--- src/rtl/cache_ctrl.sv ---
// Direct-mapped write-back/write-allocate cache controller: resolves hits combinationally and
// sequences victim writeback plus word-by-word refill on a miss. Optional statistics: CACHE_STATS_EN.
module cache_ctrl #(
  parameter int LINE_WORDS = 8
) (
  input  logic        clk,
  input  logic        rst,
  input  logic [31:0] cpu_addr,
  input  logic [31:0] cpu_din,
  input  logic        cpu_rd,
  input  logic        cpu_wr,
  output logic [31:0] cpu_dout,
  output logic        cpu_stall,
  output logic [31:0] cache_addr,
  output logic [31:0] cache_din,
  output logic        cache_load,
  output logic        cache_edit,
  output logic        cache_invalid,
  input  logic        cache_hit,
  input  logic        cache_valid,
  input  logic        cache_dirty,
  input  logic [31:0] cache_dout,
  input  logic [21:0] cache_tag,
  output logic [31:0] mem_addr,
  output logic        mem_cs,
  output logic        mem_we,
  output logic [31:0] mem_dout,
  input  logic [31:0] mem_din,
  input  logic        mem_ack,
  output logic [31:0] hit_count,
  output logic [31:0] miss_count
);

  typedef enum logic [1:0] {IDLE, BACK, FILL, FINISH} state_t;

  state_t     state_r, state_nxt_s;
  logic [2:0] cnt_r, cnt_nxt_s;
  logic       req_s, last_word_s;

  assign req_s       = cpu_rd | cpu_wr;
  assign last_word_s = (cnt_r == 3'(LINE_WORDS - 1));

  // state and word counter registers
  always_ff @(posedge clk) begin
    if (rst) begin
      state_r <= IDLE;
      cnt_r   <= 3'd0;
    end else begin
      state_r <= state_nxt_s;
      cnt_r   <= cnt_nxt_s;
    end
  end

  // next state and all outputs; everything is forced low while reset is held
  always_comb begin
    state_nxt_s   = state_r;
    cnt_nxt_s     = cnt_r;
    cpu_dout      = 32'd0;
    cpu_stall     = 1'b0;
    cache_addr    = 32'd0;
    cache_din     = 32'd0;
    cache_load    = 1'b0;
    cache_edit    = 1'b0;
    cache_invalid = 1'b0;
    mem_addr      = 32'd0;
    mem_cs        = 1'b0;
    mem_we        = 1'b0;
    mem_dout      = 32'd0;
    if (!rst) begin
      case (state_r)
        IDLE: begin
          cache_addr = cpu_addr;
          if (req_s) begin
            if (cache_hit) begin
              if (cpu_wr) begin
                cache_edit = 1'b1;
                cache_din  = cpu_din;
              end else begin
                cpu_dout = cache_dout;
              end
            end else begin
              cpu_stall   = 1'b1;
              cnt_nxt_s   = 3'd0;
              state_nxt_s = (cache_valid & cache_dirty) ? BACK : FILL;
            end
          end else begin
            cpu_stall = 1'b0;
          end
        end
        BACK: begin
          // cache_line indexes by line only, so cache_dout here is the victim word
          cpu_stall  = 1'b1;
          cache_addr = {cpu_addr[31:5], cnt_r, 2'b00};
          mem_addr   = {cache_tag, cpu_addr[9:5], cnt_r, 2'b00};
          mem_cs     = 1'b1;
          mem_we     = 1'b1;
          mem_dout   = cache_dout;
          if (mem_ack) begin
            cnt_nxt_s = cnt_r + 3'd1;
            if (last_word_s) begin
              cnt_nxt_s   = 3'd0;
              state_nxt_s = FILL;
            end else begin
              state_nxt_s = BACK;
            end
          end else begin
            cnt_nxt_s = cnt_r;
          end
        end
        FILL: begin
          cpu_stall  = 1'b1;
          cache_addr = {cpu_addr[31:5], cnt_r, 2'b00};
          mem_addr   = {cpu_addr[31:5], cnt_r, 2'b00};
          mem_cs     = 1'b1;
          if (mem_ack) begin
            cache_load = 1'b1;
            cache_din  = mem_din;
            cnt_nxt_s  = cnt_r + 3'd1;
            if (last_word_s) begin
              state_nxt_s = FINISH;
            end else begin
              state_nxt_s = FILL;
            end
          end else begin
            cnt_nxt_s = cnt_r;
          end
        end
        FINISH: begin
          cpu_stall   = 1'b1;
          state_nxt_s = IDLE;
        end
        default: begin
          state_nxt_s = IDLE;
          cnt_nxt_s   = 3'd0;
        end
      endcase
    end else begin
      state_nxt_s = IDLE;
      cnt_nxt_s   = 3'd0;
    end
  end

`ifdef CACHE_STATS_EN
  logic [31:0] hits_r, misses_r;
  logic        after_fill_r;

  // statistics; the completing hit right after a refill belongs to an already-counted miss
  always_ff @(posedge clk) begin
    if (rst) begin
      hits_r       <= 32'd0;
      misses_r     <= 32'd0;
      after_fill_r <= 1'b0;
    end else begin
      after_fill_r <= (state_r == FINISH);
      if (state_r == IDLE && req_s && cache_hit && !after_fill_r) begin
        hits_r <= hits_r + 32'd1;
      end else begin
        hits_r <= hits_r;
      end
      if (state_r == IDLE && req_s && !cache_hit) begin
        misses_r <= misses_r + 32'd1;
      end else begin
        misses_r <= misses_r;
      end
    end
  end

  assign hit_count  = rst ? 32'd0 : hits_r;
  assign miss_count = rst ? 32'd0 : misses_r;
`else
  assign hit_count  = 32'd0;
  assign miss_count = 32'd0;
`endif

endmodule
--- config.mk ---
export PLATFORM = sky130hd
export DESIGN_NAME = cache_ctrl
export DESIGN_NICKNAME = d
export VERILOG_FILES = /design/src/rtl/cache_ctrl.sv
export SDC_FILE = /design/constraint.sdc
export NUM_CORES = 1
export LEC_CHECK = 0
export CAP_MARGIN = 20
export CORE_AREA = 2 2 150 152
export CTS_CLUSTER_SIZE = 16
export DETAILED_ROUTE_END_ITERATION = 12
export DIE_AREA = 0 0 152 154
export DONT_BUFFER_PORTS = 1
export PLACE_DENSITY = 0.3
export SYNTH_ARGS = -nofsm -noshare
export SYNTH_HDL_FRONTEND = slang
export SYNTH_SLANG_ARGS = --single-unit
export TNS_END_PERCENT = 100
--- constraint.sdc ---
create_clock -name clk -period 2.15 [get_ports clk]
set_input_delay 0.43 -clock clk [delete_from_list [all_inputs] [get_ports clk]]
set_output_delay 0.43 -clock clk [all_outputs]
set_load 0.02 [all_outputs]
==> out/metrics.yaml <==
run_status:
  status: "complete, no violations"
sta:
  finalCritPeriodShare_pct: 99.53
  drv_slew: 0
  hold_ws_ps: 395.1
  rsz0062_at_grt: "yes"
  fin_crit_ps: 2140
  max_clock_freq_ghz: 0.4673
  hold_viol_final: 0
  finalClockSkew_ps: 0.8004
  setup_viol: 0
yosys:
  syn_inst: 371
  synth_area_leaders: "and2_1 (23%), buf_4 (19%), a22oi_2 (13%), a22oi_1 (7.7%), nor2_2 (6.9%)"
  synth.most_common_cell: "and2_1"
  synth_area_per_cell_um2: 7.342
  synth_flop_cell: "dfxtp_1"
  synth_edf_count: 0
  ys_async_sr_fraction_pct: 0
  yosys.area.top_type_share_pct: 22.74
  synth_cell_type_count: 37
  yosysSeqAreaShare_pct: 3.675
  synth_seq_cells: 5
  yosys.area.top_type: "and2_1"
  synthTopCellsByCount: "and2_1 (99), buf_4 (70), nor2_2 (30)"
  synth_warnings: 0
  synth_area_um2: 2724
cts:
  clock_latency_ps: 230
  cts_tree: "done"
  cts.clk_slew.worst_paths_ps: 30
  cts.sinks: 5
  hold_buffers: 0
  h-tree-depth: 1
  cts_root_buffer: "clkbuf_16"
  cts.path.max_buffers: 2
  cts_inserted_buffers: 3
grt:
  grt_use_total_pct: 7.603
  grt_remaining_overflow: 0
  antenna_found_initial: 0
  grt_max_degree: 34
  grt_pass1_wl_mm: 14.39
  grt_pass1_vias: 2414
drt:
  via_per_inst: 3.803
  drc: 0
  vias: 2620
  dr.pass1.iters: 4
  wirelength_mm: 11.29
  routedWlPerCell_um: 16.39
  drtIter0Drc: 141
  ant_nets: 0
floorplanning:
  core_um2: 21690
  die_w_um: 152
  pin_count: 388
  die_area_um2: 23410
  start_util_pct: 12.56
  die_y_um: 154
  rows: 54
final_layout:
  final_cells: 689
  fin_nets: 575
  final_util_pct: 16.29
  antenna_cells: 0
  final_area_um2: 3533
  filler_cell_count: 2473
  drive_above_1_share_pct: 52.32
  syn_to_final_growth_pct: 29.72
power:
  finalPower_uw: 3950
  p_leak_uw: 0.001415
  vdd_ir_drop_max_uv: 306.8
  p_per_area_nw_per_um2: 1118
critical_path:
  cp-start-kind: "register"
  worstSetupPathType: "register to primary output"
  crit_fanout: 7
  cp.required_ps: 1720
  end_kind: "primary output"
  cp_data_arrival_time_ps: 1710
placement:
  placed_cell_area_um2: 3126
  gp_routability_congestion: 0.7214
  dp.cells: 676
  portBuffers: 0
  hpwlAfterDp_mm: 8.990
hold_path:
  holdCritPathClass: "primary input to register"
job:
  drv_cap: 0
==> per-layer routing <==
metal	up-vias	track usage (%)	wire (µm)	part of all wire, %
li1	1172	-	-	-
met1	1240	8.701	4138	37
met2	201	13.62	5876	52
met3	7	3.129	1175	10
met4	0	0.9346	100	0.89
met5	-	0	0	0
==> flip-flops by register name, summed over array words and instances, names as in the netlist <==
signal / cells
cnt_r: 3
state_r: 2
==> timing repair <==
action | 4_1_cts | 5_1_grt
hold endpoints to repair | 0 | 0
endpoints found under the setup margin | 103 | 141
setup buffers | 0 | 5
resized for setup | 72 | 55
pin swaps | 0 | 20
gates cloned | 0 | 4
==> stage by stage <==
stage                     setup TNS [ps]  setup WS [ps]
after floorplan                        0          239.3
after global placement                 0          117.2
after detailed placement               0          50.22
after CTS                          -1494         -47.07
after global routing              -794.4         -42.56
final                                  0          10.07
==> cells in the final DEF, fill, tap and decap left out, drive strengths merged, types with 2 or more instances in the layout <==
cell	n
dfxtp	5
and2	99
nor3b	3
nor2b	5
a22oi	57
clkbuf	6
o21bai	2
mux2i	5
nand2b	6
o211ai	3
buf	64
conb	67
ha	7
inv	6
nor2	58
nor3	6
==> power breakdown <==
part	total, µW	switching [µW]	internal, µW
registers	172	43.4	128
logic	3470	2090	1380
clock network	308	62.1	246
total	3950	2200	1750
==> final timing paths <==
check	from	endpoint	slack [ps]	depth (start not counted)
max	state_r[1]$_SDFFE_PP0P_	cache_addr[30]	10	8
min	rst	cnt_r[0]$_SDFFE_PP0P_	400	2
max reg2reg	state_r[1]$_SDFFE_PP0P_	cnt_r[2]$_SDFFE_PP0P_	480	7
min reg2reg	cnt_r[0]$_SDFFE_PP0P_	cnt_r[0]$_SDFFE_PP0P_	510	2
==> cell families after synthesis <==
logic type	synth area share [%]
DFF	3.675
adders and majority gates	3.215
and+or+nand+nor	39.69
muxes	2.251
other	0.1377
AOI/OAI and AO/OA	24.53
buffers and inverters	26.50
==> cell type report <==
class / count / area (µm²) / share of cell area (%)
Clock buffer: 4 / 78.83 / 2.231
Inverter: 6 / 30.03 / 0.8499
Multi-Input combinational cell: 328 / 2340 / 66.22
Sequential cell: 5 / 107.6 / 3.045
Tap cell: 280 / 350.3 / 9.915
Timing Repair Buffer: 66 / 626.9 / 17.74
==> critical path, cell delays in order (launching register included) <==
cell	delay, ps
dfxtp_4	360
inv_4	80
ha_4	180
buf_8	140
nor2_4	40
nor3_4	230
buf_6	150
buf_6	130
and2_4	180
(Power assumes the default switching activity.)
